--- src/rtl/ama_riscv_uart.sv ---
// Byte-wide 8N1 UART: store-side TX handshake, load-side RX handshake.
// TX and RX run as independent FSMs in the single core clock domain.
module ama_riscv_uart #(
   parameter int unsigned CLOCK_FREQ = 50_000_000,
   parameter int unsigned BAUD_RATE  = 115_200
) (
   input  logic       clk,
   input  logic       rst,
   input  logic [7:0] data_in,
   input  logic       data_in_valid,
   output logic       data_in_ready,
   output logic [7:0] data_out,
   output logic       data_out_valid,
   input  logic       data_out_ready,
   input  logic       serial_in,
   output logic       serial_out,
   output logic       rx_frame_err,
   output logic       rx_overrun
);

   localparam int unsigned SYMBOL_EDGE_TIME = CLOCK_FREQ / BAUD_RATE;
   localparam int unsigned SAMPLE_TIME      = SYMBOL_EDGE_TIME / 2;
   localparam int unsigned CW = (SYMBOL_EDGE_TIME > 2) ? $clog2(SYMBOL_EDGE_TIME) : 1;
   localparam logic [CW-1:0] CYC_LAST = CW'(SYMBOL_EDGE_TIME - 1);
   localparam logic [CW-1:0] CYC_MID  = CW'(SAMPLE_TIME - 1);

   typedef enum logic {TX_IDLE, TX_SEND} tx_state_t;
   typedef enum logic [1:0] {RX_IDLE, RX_START, RX_DATA, RX_STOP} rx_state_t;

   tx_state_t     tx_state, tx_state_nxt;
   logic [9:0]    tx_shift, tx_shift_nxt;
   logic [3:0]    tx_bit, tx_bit_nxt;
   logic [CW-1:0] tx_cyc, tx_cyc_nxt;
   logic          serial_out_nxt, data_in_ready_nxt;

   rx_state_t     rx_state, rx_state_nxt;
   logic [7:0]    rx_shift, rx_shift_nxt;
   logic [3:0]    rx_bit, rx_bit_nxt;
   logic [CW-1:0] rx_cyc, rx_cyc_nxt;
   logic          rx_m, rx_s;
   logic [7:0]    data_out_nxt;
   logic          data_out_valid_nxt, rx_frame_err_nxt, rx_overrun_nxt;

   // TX state register
   always_ff @(posedge clk) begin
      if (rst) begin
         tx_state      <= TX_IDLE;
         tx_shift      <= 10'h3ff;
         tx_bit        <= 4'd0;
         tx_cyc        <= '0;
         serial_out    <= 1'b1;
         data_in_ready <= 1'b1;
      end else begin
         tx_state      <= tx_state_nxt;
         tx_shift      <= tx_shift_nxt;
         tx_bit        <= tx_bit_nxt;
         tx_cyc        <= tx_cyc_nxt;
         serial_out    <= serial_out_nxt;
         data_in_ready <= data_in_ready_nxt;
      end
   end

   // TX next state; serial_out is registered so it tracks what shift[0] will be
   always_comb begin
      tx_state_nxt      = tx_state;
      tx_shift_nxt      = tx_shift;
      tx_bit_nxt        = tx_bit;
      tx_cyc_nxt        = tx_cyc;
      serial_out_nxt    = serial_out;
      data_in_ready_nxt = data_in_ready;
      case (tx_state)
         TX_IDLE: begin
            serial_out_nxt    = 1'b1;
            data_in_ready_nxt = 1'b1;
            if (data_in_valid && data_in_ready) begin
               tx_state_nxt      = TX_SEND;
               tx_shift_nxt      = {1'b1, data_in, 1'b0};
               tx_bit_nxt        = 4'd0;
               tx_cyc_nxt        = '0;
               serial_out_nxt    = 1'b0;
               data_in_ready_nxt = 1'b0;
            end
         end
         TX_SEND: begin
            if (tx_cyc == CYC_LAST) begin
               tx_cyc_nxt   = '0;
               tx_shift_nxt = {1'b1, tx_shift[9:1]};
               tx_bit_nxt   = tx_bit + 4'd1;
               if (tx_bit == 4'd9) begin
                  tx_state_nxt      = TX_IDLE;
                  serial_out_nxt    = 1'b1;
                  data_in_ready_nxt = 1'b1;
               end else begin
                  serial_out_nxt = tx_shift[1];
               end
            end else begin
               tx_cyc_nxt = tx_cyc + CW'(1);
            end
         end
         default: tx_state_nxt = TX_IDLE;
      endcase
   end

   // RX line synchronizer and state register
   always_ff @(posedge clk) begin
      if (rst) begin
         rx_m           <= 1'b1;
         rx_s           <= 1'b1;
         rx_state       <= RX_IDLE;
         rx_shift       <= 8'h00;
         rx_bit         <= 4'd0;
         rx_cyc         <= '0;
         data_out       <= 8'h00;
         data_out_valid <= 1'b0;
         rx_frame_err   <= 1'b0;
         rx_overrun     <= 1'b0;
      end else begin
         rx_m           <= serial_in;
         rx_s           <= rx_m;
         rx_state       <= rx_state_nxt;
         rx_shift       <= rx_shift_nxt;
         rx_bit         <= rx_bit_nxt;
         rx_cyc         <= rx_cyc_nxt;
         data_out       <= data_out_nxt;
         data_out_valid <= data_out_valid_nxt;
         rx_frame_err   <= rx_frame_err_nxt;
         rx_overrun     <= rx_overrun_nxt;
      end
   end

   // RX next state; a completed byte takes priority over a same-cycle consume
   always_comb begin
      rx_state_nxt       = rx_state;
      rx_shift_nxt       = rx_shift;
      rx_bit_nxt         = rx_bit;
      rx_cyc_nxt         = rx_cyc;
      data_out_nxt       = data_out;
      data_out_valid_nxt = data_out_valid && !data_out_ready;
      rx_frame_err_nxt   = 1'b0;
      rx_overrun_nxt     = 1'b0;
      case (rx_state)
         RX_IDLE: begin
            if (!rx_s) begin
               rx_state_nxt = RX_START;
               rx_cyc_nxt   = '0;
            end
         end
         RX_START: begin
            if (rx_cyc == CYC_MID) begin
               rx_cyc_nxt   = '0;
               rx_bit_nxt   = 4'd0;
               rx_state_nxt = rx_s ? RX_IDLE : RX_DATA;
            end else begin
               rx_cyc_nxt = rx_cyc + CW'(1);
            end
         end
         RX_DATA: begin
            if (rx_cyc == CYC_LAST) begin
               rx_cyc_nxt   = '0;
               rx_shift_nxt = {rx_s, rx_shift[7:1]};
               rx_bit_nxt   = rx_bit + 4'd1;
               if (rx_bit == 4'd7) rx_state_nxt = RX_STOP;
            end else begin
               rx_cyc_nxt = rx_cyc + CW'(1);
            end
         end
         RX_STOP: begin
            if (rx_cyc == CYC_LAST) begin
               rx_cyc_nxt   = '0;
               rx_state_nxt = RX_IDLE;
               if (rx_s) begin
                  data_out_nxt       = rx_shift;
                  data_out_valid_nxt = 1'b1;
                  rx_overrun_nxt     = data_out_valid && !data_out_ready;
               end else begin
                  rx_frame_err_nxt = 1'b1;
               end
            end else begin
               rx_cyc_nxt = rx_cyc + CW'(1);
            end
         end
         default: rx_state_nxt = RX_IDLE;
      endcase
   end

endmodule

--- config.mk ---
export PLATFORM = sky130hd
export DESIGN_NAME = ama_riscv_uart
export DESIGN_NICKNAME = d
export VERILOG_FILES = /design/src/rtl/ama_riscv_uart.sv
export SDC_FILE = /design/constraint.sdc
export NUM_CORES = 1
export LEC_CHECK = 0
export ABC_AREA = 1
export CAP_MARGIN = 5
export CORE_MARGIN = 2
export CORE_UTILIZATION = 61
export CTS_BUF_LIST = sky130_fd_sc_hd__clkbuf_8 sky130_fd_sc_hd__clkbuf_16
export DETAILED_ROUTE_END_ITERATION = 16
export PLACE_DENSITY = 0.91
export SLEW_MARGIN = 20
export SYNTH_ARGS = -nofsm -noshare
export SYNTH_HDL_FRONTEND = slang
export SYNTH_SLANG_ARGS = --single-unit
--- constraint.sdc ---
create_clock -name clk -period 2.75 [get_ports clk]
set_input_delay 0.4125 -clock clk [delete_from_list [all_inputs] [get_ports clk]]
set_output_delay 0.4125 -clock clk [all_outputs]
set_load 0.03 [all_outputs]
==> flow_summary.toml, run 1 <==
[outcome]
status = "complete, no violations"

[clocking]
clock_sinks = 60
cts-root-buf = "clkbuf_8"
htreeDepth = 3
clkLatencyLatePin_ps = 340
cts_resized = 0
cts_hold_buffers = 0
cts_buffers = 9
clkTransAtPathRegs_ps = 70
postCtsSetupRepairBufs = 0
cts_tree = "done"
ctsLongestPathBuffers = 2

[synthesis]
netlist_top_cells_area = "dfxtp_1, nand2_1, a21oi_1"
ys_seq_elements = 60
synth_compound_area_share_pct = 18.6
ys_types = 35
ys_async_sr_fraction_pct = 0
seq_area_frac_synth_pct = 43.0
synth_nets = 379
synth_flop_cell = "dfxtp_1"
synth.top_cell.area_share_pct = 43.0
synth-edff-count = 0
ys_warn_count = 0
avgSynthCellArea_um2 = 7.81
synth_xor_area_share_pct = 1.57
synth_fa_ha_area_share_pct = 3.58
synth_simple_gate_area_share_pct = 25.0
synth_top_cell_by_area = "dfxtp_1"
syn_area_um2 = 2800
muxShareOfSynthArea_pct = 0
syn_inst = 358
synth_top_cells_by_count = "nand2_1, dfxtp_1, a21oi_1"
synth_top_family_by_area = "simple AND/OR/NAND/NOR gates"
yosysMostFrequentCell = "nand2_1"

[worst_setup_path]
crit_end = "data_out[7]"
path_class = "reg2out"
path_buf_inv = 1
cp_slowest_stage_delay_ps = 690
path_max_fanout = 2
crit_cells = 1
start_kind = "flop"
path_delay_family = "buffers and inverters"
r2r_start = "tx_state$_SDFF_PP0_"
r2r-end = "tx_bit[2]$_SDFFE_PP0P_"
r2r_cells = 7
crit_chain = "clkdlybuf4s50_1"
cp_slowest_cell = "clkdlybuf4s50_1"
worstPathArrival_ps = 1410
endpoint_kind = "primary output"
critPathLaunch = "data_out[7]$_SDFFE_PP0P_"
required_ps = 2340
reg2reg_setup_slack_ps = 930

[layout]
final_cell_area_um2 = 3240
drive_gt1_share_pct = 13.3
final_cells = 444
antenna_cells = 0
layout.nets = 408
areaGrowthSynthToFinish_pct = 15.8

[timing]
fin_skew_ps = 6.46
setup_viol = 0
slew-limit-headroom_pct = 57.0
fmax_mhz = 548
fin_crit_ps = 1830
slew_violations = 0
worstMarginPinSlew_ps = 642
period_share_pct = 66.4
finalHoldViolCount = 0
finalSetupTns_ps = 0
rsz0062_at_grt = "no"
timing.hold.ws_ps = 448

[floorplan]
fp.coreArea_um2 = 4380
die_x_um = 71.7
row_count = 24
dieArea_um2 = 5140
die_h_um = 71.7
io_pins = 26
start_util_pct = 63.8

[global_routing]
grt_pass1_vias = 2350
overflow = 0
grt_max_degree = 24
antenna_found_initial = 0
use_met1_pct = 29.5
grt_most_used_layer = "met2"
met2_usage_pct = 42.6
grt_use_total_pct = 25.2
grt_pass1_wl_um = 10100
met3_usage_pct = 8.30

[drt]
viasPerCell = 5.38
drc = 0
first_iter_violations = 152
ant_nets = 0
routed_wl_um = 5830
firstDrtPassIters = 4
num_vias = 2389
avgRoutedWirePerCell_um = 13.1

[placed_design]
post-place-cells = 428
portBuffers = 25
place_hpwl_um = 3920
place_area_um2 = 3050
gp_congestion = 0.835

[pwr]
leakagePower_nw = 1.27
p_total_w = 0.00189
max-vdd-ir-drop_v = 0.000478
power.density_nw_per_um2 = 583

[min_path]
hp-class = "reg2reg"
min_path_cells = 1

[run]
maxCapViolations = 0
-- cell families after synthesis --
logic type	count (synthesis)
compound gates	91
xor+xnor	5
fa+ha+maj	8
buf+inv	49
flops	60
simple gates	145
-- routing by layer --
layer	wire, um	vias to the layer above
li1	-	1243
met1	2660	1099
met2	2810	35
met3	239	12
met4	114	0
met5	0	-
-- cell type report --
type	count	area (um2)
clock inverter	4	23.8
sequential	60	1200
inverter	40	153
tap	52	65.1
clock buffer	12	165
fill	298	1150
timing repair buffer	27	265
multi-input combinational	249	1360
-- placed cells by master, fill, tap and decap left out, types with 4 or more instances in the layout --
cell type and n:
nand2_4 4, nand3_1 15, nand2_1 69, o211ai_1 9
xor2_1 4, or2_2 10, o21ai_0 28, ha_1 8
clkbuf_8 12, clkdlybuf4s50_1 25, a21oi_1 38, inv_1 35
inv_2 5, nor2_1 28, dfxtp_1 60, nand4_1 5
-- how the worst min path moves through the flow --
stage	slack (ps)	to	from
2_1_floorplan	390	rx_s$_SDFF_PP1_	rx_m$_SDFF_PP1_
3_3_place_gp	390	rx_s$_SDFF_PP1_	rx_m$_SDFF_PP1_
3_5_place_dp	440	rx_s$_SDFF_PP1_	rx_m$_SDFF_PP1_
4_1_cts	450	rx_s$_SDFF_PP1_	rx_m$_SDFF_PP1_
5_1_grt	480	rx_frame_err$_SDFF_PP0_	rx_s$_SDFF_PP1_
6_report	450	rx_s$_SDFF_PP1_	rx_m$_SDFF_PP1_
-- registers in the layout (all words and copies together), names as in the netlist, named ones only --
signal          flops
data_in_ready       1
data_out            8
data_out_valid      1
rx_bit              4
rx_cyc              9
rx_frame_err        1
rx_m                1
rx_overrun          1
rx_s                1
rx_shift            8
rx_state            1
serial_out          1
tx_bit              4
tx_cyc              9
tx_shift            8
tx_state            1
-- report_power, final --
group,total (W),switching [W],internal (W)
logic,0.000208,0.000130,0.0000782
clock network,0.000745,0.000350,0.000396
registers,0.000932,0.0000303,0.000902
total,0.00189,0.000510,0.00138
-- through the flow --
| stage | worst slack [ps] | utilization, % |
|---|---|---|
| after floorplan | 1340 | - |
| after global placement | 986 | 69.5 |
| after global routing | 779 | 73.8 |
| after detailed placement | 883 | 69.5 |
| after CTS | 917 | 73.8 |
| final | 924 | 73.8 |
(Power assumes the default switching activity.)
==> inputs of run 2 (changes only) <==
CORE_UTILIZATION = 51   (was 61)
PLACE_DENSITY = 0.82   (was 0.91)
clock period = 1.47 ns   (was 2.75 ns; I/O delays follow)
==> run 2 against run 1 <==
Clock-buffer cell count down 1. First-iteration DRC count fell by 16%. Critical path type is now reg2reg. Total power increased by 99%. Worst setup slack worse by 930 ps. Critical path depth grew 9. Combinational power rose to 2.7 times the previous value. The run now ends with setup timing left. Cell count up 10%.
==> flow_summary.toml, run 2 (same netlist as run 1, synthesis figures left out) <==
[worst_setup_path]
start_kind = "flop"
r2r_cells = 10
crit_end = "tx_shift[7]$_SDFFE_PP1P_"
endpoint_kind = "flop"
r2r-end = "tx_shift[7]$_SDFFE_PP1P_"
required_ps = 1680
worstPathArrival_ps = 1690
path_max_fanout = 16
r2r_start = "tx_cyc[1]$_SDFFE_PP0P_"
critPathLaunch = "tx_cyc[1]$_SDFFE_PP0P_"
reg2reg_setup_slack_ps = -10
path_class = "reg2reg"

[placed_design]
post-place-cells = 469
portBuffers = 25
gp_congestion = 0.862
place_hpwl_um = 4220
place_area_um2 = 3280

[clocking]
clkTransAtPathRegs_ps = 70
clkLatencyLatePin_ps = 340
cts_buffers = 9
clock_sinks = 60
cts_hold_buffers = 0
ctsLongestPathBuffers = 2
cts-root-buf = "clkbuf_8"
cts_tree = "done"
htreeDepth = 3

[global_routing]
antenna_found_initial = 0
grt_use_total_pct = 22.0
grt_pass1_vias = 2540
grt_max_degree = 28
overflow = 0
grt_pass1_wl_um = 10600

[timing]
timing.hold.ws_ps = 427
worstMarginPinSlew_ps = 310
fmax_mhz = 676
fin_crit_ps = 1480
setup_viol = 2
slew-limit-headroom_pct = 79.1
rsz0062_at_grt = "yes"
finalHoldViolCount = 0
slew_violations = 0
period_share_pct = 101
fin_skew_ps = 10.2
setup_ws_ps = -9.86

[floorplan]
start_util_pct = 53.7
fp.coreArea_um2 = 5200
io_pins = 26
die_x_um = 78.0
die_h_um = 78.0
row_count = 26
dieArea_um2 = 6090

[min_path]
hp-class = "reg2reg"

[pwr]
seqPwrFrac_pct = 46.2
p_int_w = 0.00277
max-vdd-ir-drop_v = 0.000652
p_clk_share_pct = 39.1
pwr-share-comb_pct = 14.8
p_sw_share_pct = 26.1
netSwitchingPower_w = 0.000982
leakagePower_nw = 1.50
power.density_nw_per_um2 = 1030

[layout]
mostFrequentLayoutCell = "nand2_1"
antenna_cells = 0
layout_common_cells = "nand2_1, dfxtp_1, a21oi_1"
drive_gt1_share_pct = 27.6
reg_top3 = "rx_cyc: 9 flops, tx_cyc: 9 flops"
final_cell_area_um2 = 3640
final_cells = 490
layout.nets = 438
areaGrowthSynthToFinish_pct = 30.4

[drt]
avgRoutedWirePerCell_um = 13.5
viasPerCell = 5.31
drc = 0
first_iter_violations = 128
ant_nets = 0
firstDrtPassIters = 4
num_vias = 2601
routed_wl_um = 6620

[outcome]
status = "finished, violations left"
violations = "setup timing"

[run]
maxCapViolations = 0
run 2: worst min path at each step:
stage	startpoint	end	slack [ps]	depth (start not counted)
after floorplan	rst	tx_state$_SDFF_PP0_	310	1
after global placement	rx_m$_SDFF_PP1_	rx_s$_SDFF_PP1_	400	1
after detailed placement	rx_m$_SDFF_PP1_	rx_s$_SDFF_PP1_	400	1
after CTS	rx_m$_SDFF_PP1_	rx_s$_SDFF_PP1_	420	1
after global routing	rx_m$_SDFF_PP1_	rx_s$_SDFF_PP1_	460	1
final	rx_m$_SDFF_PP1_	rx_s$_SDFF_PP1_	430	1
run 2: worst max-delay path: stages (launching register included):
cell,delay [ps]
dfxtp_2,330
inv_2,70
ha_4,120
nand2_2,50
nor3_2,130
nand2_2,100
nand2_4,140
nand2_4,70
buf_12,150
nand2_1,80
o211ai_1,100
run 2: repair_timing:
action	4_1_cts	5_1_grt
pin swaps	2	14
gates resized for setup	22	39
hold endpoints to repair	0	0
buffers inserted	2	3
cloned	2	0
endpoints found under the setup margin	30	47
run 2: layer usage:
| layer | vias to the layer above | GRT usage [%] | wire (um) |
|---|---|---|---|
| met5 | - | 0 | 0 |
| met4 | 0 | 12.6 | 115 |
| met3 | 10 | 5.06 | 267 |
| met2 | 56 | 35.9 | 3230 |
| met1 | 1224 | 26.6 | 3000 |
| li1 | 1311 | - | - |
run 2: area by class of cell:
cell class              instances  area [um2]
fillers                       404        1560
multi-input cells             251        1500
flip-flops and latches         60        1210
repair buffers                 55         500
inverters                      40         156
clock buffers                  11         151
well taps                      70        87.6
clock inverters                 3        38.8
run 2: through the flow:
step	power [W]	util (%)	TNS, ps	setup WS (ps)
after global placement	0.00222	63.0	-9.82	-9.82
after CTS	0.00369	67.3	0	6.98
after floorplan	0.00205	-	0	62.3
after detailed placement	0.00223	63.0	-339	-82.4
final	0.00376	70.0	-9.95	-9.86
after global routing	0.00390	70.0	-723	-85.1
run 2: power groups by stage:
stage | sequential (W) | clock [W] | combinational [W]
after floorplan | 0.00177 | 0 | 0.000276
after global placement | 0.00176 | 0 | 0.000462
after detailed placement | 0.00176 | 0 | 0.000476
after CTS | 0.00172 | 0.00148 | 0.000490
after global routing | 0.00174 | 0.00155 | 0.000606
final | 0.00173 | 0.00147 | 0.000555
==> inputs of run 3 (changes only) <==
CTS_CLUSTER_DIAMETER = 200   (was default)
==> results of run 3 <==
Same layout as run 2: the final DEF is identical, and so are final timing and power.
==> RTL change 1, RTL diff (flow settings as in run 2) <==
The 4 states of `rx_state_t` get a one-hot encoding in 4 bits.
--- a/src/rtl/ama_riscv_uart.sv
+++ b/src/rtl/ama_riscv_uart.sv
@@ -25,7 +25,7 @@
    localparam logic [CW-1:0] CYC_MID  = CW'(SAMPLE_TIME - 1);
 
    typedef enum logic {TX_IDLE, TX_SEND} tx_state_t;
-   typedef enum logic [1:0] {RX_IDLE, RX_START, RX_DATA, RX_STOP} rx_state_t;
+   typedef enum logic [3:0] {RX_IDLE = 4'b0001, RX_START = 4'b0010, RX_DATA = 4'b0100, RX_STOP = 4'b1000} rx_state_t;
 
    tx_state_t     tx_state, tx_state_nxt;
    logic [9:0]    tx_shift, tx_shift_nxt;
Function: no difference found for any inputs over 10 cycles, from zero or initial values and one cycle with rst high; not proved beyond that.
==> RTL change 1 against run 2 <==
The flow still finishes with violations (negative setup slack). Synthesized cell count grew 21%. Sequential cell count grew 2. Critical path type unchanged. Setup slack lost 4.8 ps. Power grew 16%. Cell area grew 9.1%. Routed wire length grew 18%. Synthesized area grew 7.2%. Clock skew shrank 0.80 ps. Final cell count grew 16%. Non-clock buffer count shrank 2.
==> RTL change 1: results (changes against run 2) <==
| Metric | Value |
|---|---|
| # setup viols final | `8 (+6)` |
| Slowest stage delay, CP | `400 ps (+70 ps)` |
| Top-area cell type share of the netlist area | `0.414 (-0.0155)` |
| Reg2reg start | `rx_state[3]$_SDFFE_PP0P_` |
| CTS Sinks | `62 (+3.3%)` |
| Met2 wire length | `3800 um (+18%)` |
| #MultiIn Comb | `321 (+28%)` |
| Largest cells by area after synthesis | `dfxtp_1 (41%), nand2_1 (14%), nor2_1 (8.0%)` |
| First-pass GRT wire length | `12,000 um (+13%)` |
| Via count | `3,089 (+19%)` |
| Arrival time of the worst setup path | `1760 ps (+70 ps)` |
| Synthesized Nets | `454 (+20%)` |
| Outcome | `complete, but fails checks` |
| Area of the multi-input gates | `1750 um^2 (+17%)` |
| PnR worst setup slack | `-14.7 ps (-4.84 ps)` |
| Crit path max-delay cell type | `dfxtp_1` |
| # nets final | `510 (+16%)` |
| Met1 usage | `0.289 (+0.0227)` |
| Layout cell share with drive strength beyond 1 | `0.231 (-0.0454)` |
| Leak pwr | `1.79 nW (+19%)` |
| R2R depth | `7 (-3)` |
| Area occupied by registers | `1250 um^2 (+3.6%)` |
| Most instantiated cells after synthesis | `nand2_1 (114), nor2_1 (64), dfxtp_1 (62), nand3_1 (36), inv_1 (34)` |
| Failing checks | `negative setup slack` |
| Power Combinational | `730 uW (+32%)` |
| Reg2reg end | `data_out[2]$_SDFFE_PP0P_` |
| Met3 wire length | `389 um (+46%)` |
| Peak fanout along the critical path | `5 (-11)` |
RTL change 1: changes by cell type in the layout (fill, tap and decap cells not counted), moves of 6 or more:
| cell | change |
|---|---|
| o21ai_0 | -12 |
| nor2_1 | +34 |
| or2_2 | -7 |
| nand2_1 | +44 |
| a21oi_1 | -10 |
| nand4_1 | +6 |
| nand3_1 | +20 |
| buf_4 | -6 |
| buf_6 | +7 |
| o211ai_1 | -8 |
RTL change 1: cells by family (layout without fill, tap and decap cells):
family,Yosys count,after routing,synth area share
AND/OR/NAND/NOR,251,251,0.371
flip-flops,62,62,0.414
AO/OA/AOI/OAI,58,58,0.103
buffers and inverters,50,111,0.0668
adder cells (fa/ha/maj),8,8,0.0334
XOR/XNOR,4,4,0.0117
RTL change 1: critical path, delay by kind of cell (launching register included):
| family | cells | cell delay (ps) |
|---|---|---|
| compound gates | 1 | 60 |
| flops | 1 | 400 |
| simple gates | 4 | 710 |
| buf+inv | 2 | 240 |
==> RTL change 2, RTL diff (config.mk and constraints of run 2) <==
Made on the original files. The parameter `CLOCK_FREQ` goes from 50_000_000 to 100_000_000.
--- a/src/rtl/ama_riscv_uart.sv
+++ b/src/rtl/ama_riscv_uart.sv
@@ -1,7 +1,7 @@
 // Byte-wide 8N1 UART: store-side TX handshake, load-side RX handshake.
 // TX and RX run as independent FSMs in the single core clock domain.
 module ama_riscv_uart #(
-   parameter int unsigned CLOCK_FREQ = 50_000_000,
+   parameter int unsigned CLOCK_FREQ = 100_000_000,
    parameter int unsigned BAUD_RATE  = 115_200
 ) (
    input  logic       clk,
Formal check against the unedited RTL: same outputs for any inputs over 10 cycles, from zero or initial values and one cycle with rst high; that may be too few to reach the edited logic, so the function may still have changed.
==> RTL change 2 against run 2 <==
The run still ends with negative setup slack left. Routed wire length up 13%. Critical path depth stayed put. Count of clock-buffer cells in the layout is the same. Sequential power increased by 5%. Sequential cell count grew 2. Via count up 12%. Setup slack lost 21 ps. Synthesized area up 2.0%. First-iteration DRC count increased by 17%. Cell area grew 3.6%. Power increased by 4.1%. Critical path type unchanged.
==> RTL change 2: results (changes against run 2) <==
| Metric | Value |
|---|---|
| Biggest regs | `rx_cyc x10, tx_cyc x10` |
| Non-clock inverter count in the final layout | `45 (+13%)` |
| Most instantiated cells after synthesis | `nand2_1 (101), dfxtp_1 (62), a21oi_1 (38), inv_1 (37), o21ai_0 (28)` |
| Crit. Startpoint | `rx_cyc[1]$_SDFFE_PP0P_` |
| Arrival time of the worst setup path | `1740 ps (+50 ps)` |
| Leak pwr | `1.62 nW (+8.0%)` |
| Switching Share | `0.276 (+0.0143)` |
| DRT Pass-1 Iters | `5 (+1)` |
| Via count | `2,902 (+12%)` |
| Clock network share of area | `0.0554 (+0.00317)` |
| Hold path cells | `1 (unchanged)` |
| WL/cell | `14.2 um (+4.9%)` |
| HPWL after DPL | `4230 um (+0.29%)` |
| Met1 usage | `0.292 (+0.0260)` |
| Dpl cell area | `3300 um^2 (+0.57%)` |
| Met2 wire length | `3740 um (+16%)` |
| Sum Neg Setup Slack | `-140 ps (-130 ps)` |
| Met3 wire length | `367 um (+37%)` |
| Peak fanout along the critical path | `5 (-11)` |
| Via count of the first global-routing pass | `2,611 (+2.8%)` |
| Place WS | `-87.4 ps (-5.07 ps)` |
| Critical path type | `reg -> reg` |
| Sequential-to-total area share from yosys stat | `0.435 (+0.00556)` |
| First-pass GRT wire length | `11,400 um (+7.7%)` |
| Area of the multi-input gates | `1560 um^2 (+3.9%)` |
| # nets final | `469 (+7.1%)` |
| # setup viols final | `8 (+6)` |
| Power Combinational | `536 uW (-3%)` |
| CTS Sinks | `62 (+3.3%)` |
| Area delta synth->final | `32.4%` |
| Gpl congestion | `0.871 (+1.0%)` |
| Worst Skew | `6.39 ps (-3.81 ps)` |
| Post-Route WL | `7470 um (+13%)` |
| Outcome | `complete, but fails checks` |
| Area occupied by registers | `1250 um^2 (+3.6%)` |
| Met3 Usage GRT | `0.0500 (-0.000575)` |
| DR iter-0 viols | `150 (+17%)` |
| Nonclk buf count | `56 (+1.8%)` |
| Crit path max-delay cell type | `dfxtp_4` |
| Synth cell types | `38 (+8.6%)` |
| #MultiIn Comb | `276 (+10%)` |
| PnR worst setup slack | `-31.2 ps (-21.4 ps)` |
| Non-clock buffer share | `0.129 (-0.00838)` |
| Largest cells by area after synthesis | `dfxtp_1 (44%), nand2_1 (13%), a21oi_1 (6.7%)` |
| M2 GR Usage | `0.376 (+0.0166)` |
| Slowest stage delay, CP | `380 ps (+50 ps)` |
| Met1 WL | `3200 um (+6.7%)` |
| Placed cell count | `498 (+6.2%)` |
| Pin count of the biggest net entering global routing | `28 (unchanged)` |
| Max IR drop VDD | `0.000684 V (+4.9%)` |
| Tot GR Track Use | `0.231 (+0.0116)` |
| PwrDens | `1040 nW/um^2 (+0.50%)` |
| Failing checks | `negative setup slack` |
| Synthesized Nets | `409 (+7.9%)` |
| Fillers | `411 (+1.7%)` |
| Slew HR | `0.752 (-0.0392)` |
| Layout cell share with drive strength beyond 1 | `0.248 (-0.0278)` |
| Cells after synthesis | `390 (+8.9%)` |
## RTL change 2: cell count changes in the layout (fill, tap and decap cells not counted), moves of 5 or more
cell | before | now
o21ai_0 | 24 | 17
o211ai_1 | 9 | 2
or2_2 | 10 | 3
nor2_1 | 22 | 16
inv_1 | 28 | 35
nand2_1 | 61 | 92
nand3_1 | 14 | 24
inv_2 | 11 | 6
## RTL change 2: path summary, 6_finish.rpt
kind | endpoint | slack (ps)
max | rx_cyc[4]$_SDFFE_PP0P_ | -30
min | rx_s$_SDFF_PP1_ | 420
max reg2reg | rx_cyc[4]$_SDFFE_PP0P_ | -30
min reg2reg | rx_s$_SDFF_PP1_ | 420
## RTL change 2: cells by family after synthesis
family | share of synthesized area
fa+ha+maj | 0.0263
buf+inv | 0.0821
simple gates | 0.287
flops | 0.435
compound gates | 0.154
xor+xnor | 0.0154
## RTL change 2: repair_timing
item	4_1_cts	5_1_grt
setup endpoints to repair	32	50
cloned	2	1
gates resized for setup	38	40
pin swaps	9	13
setup buffers	1	9
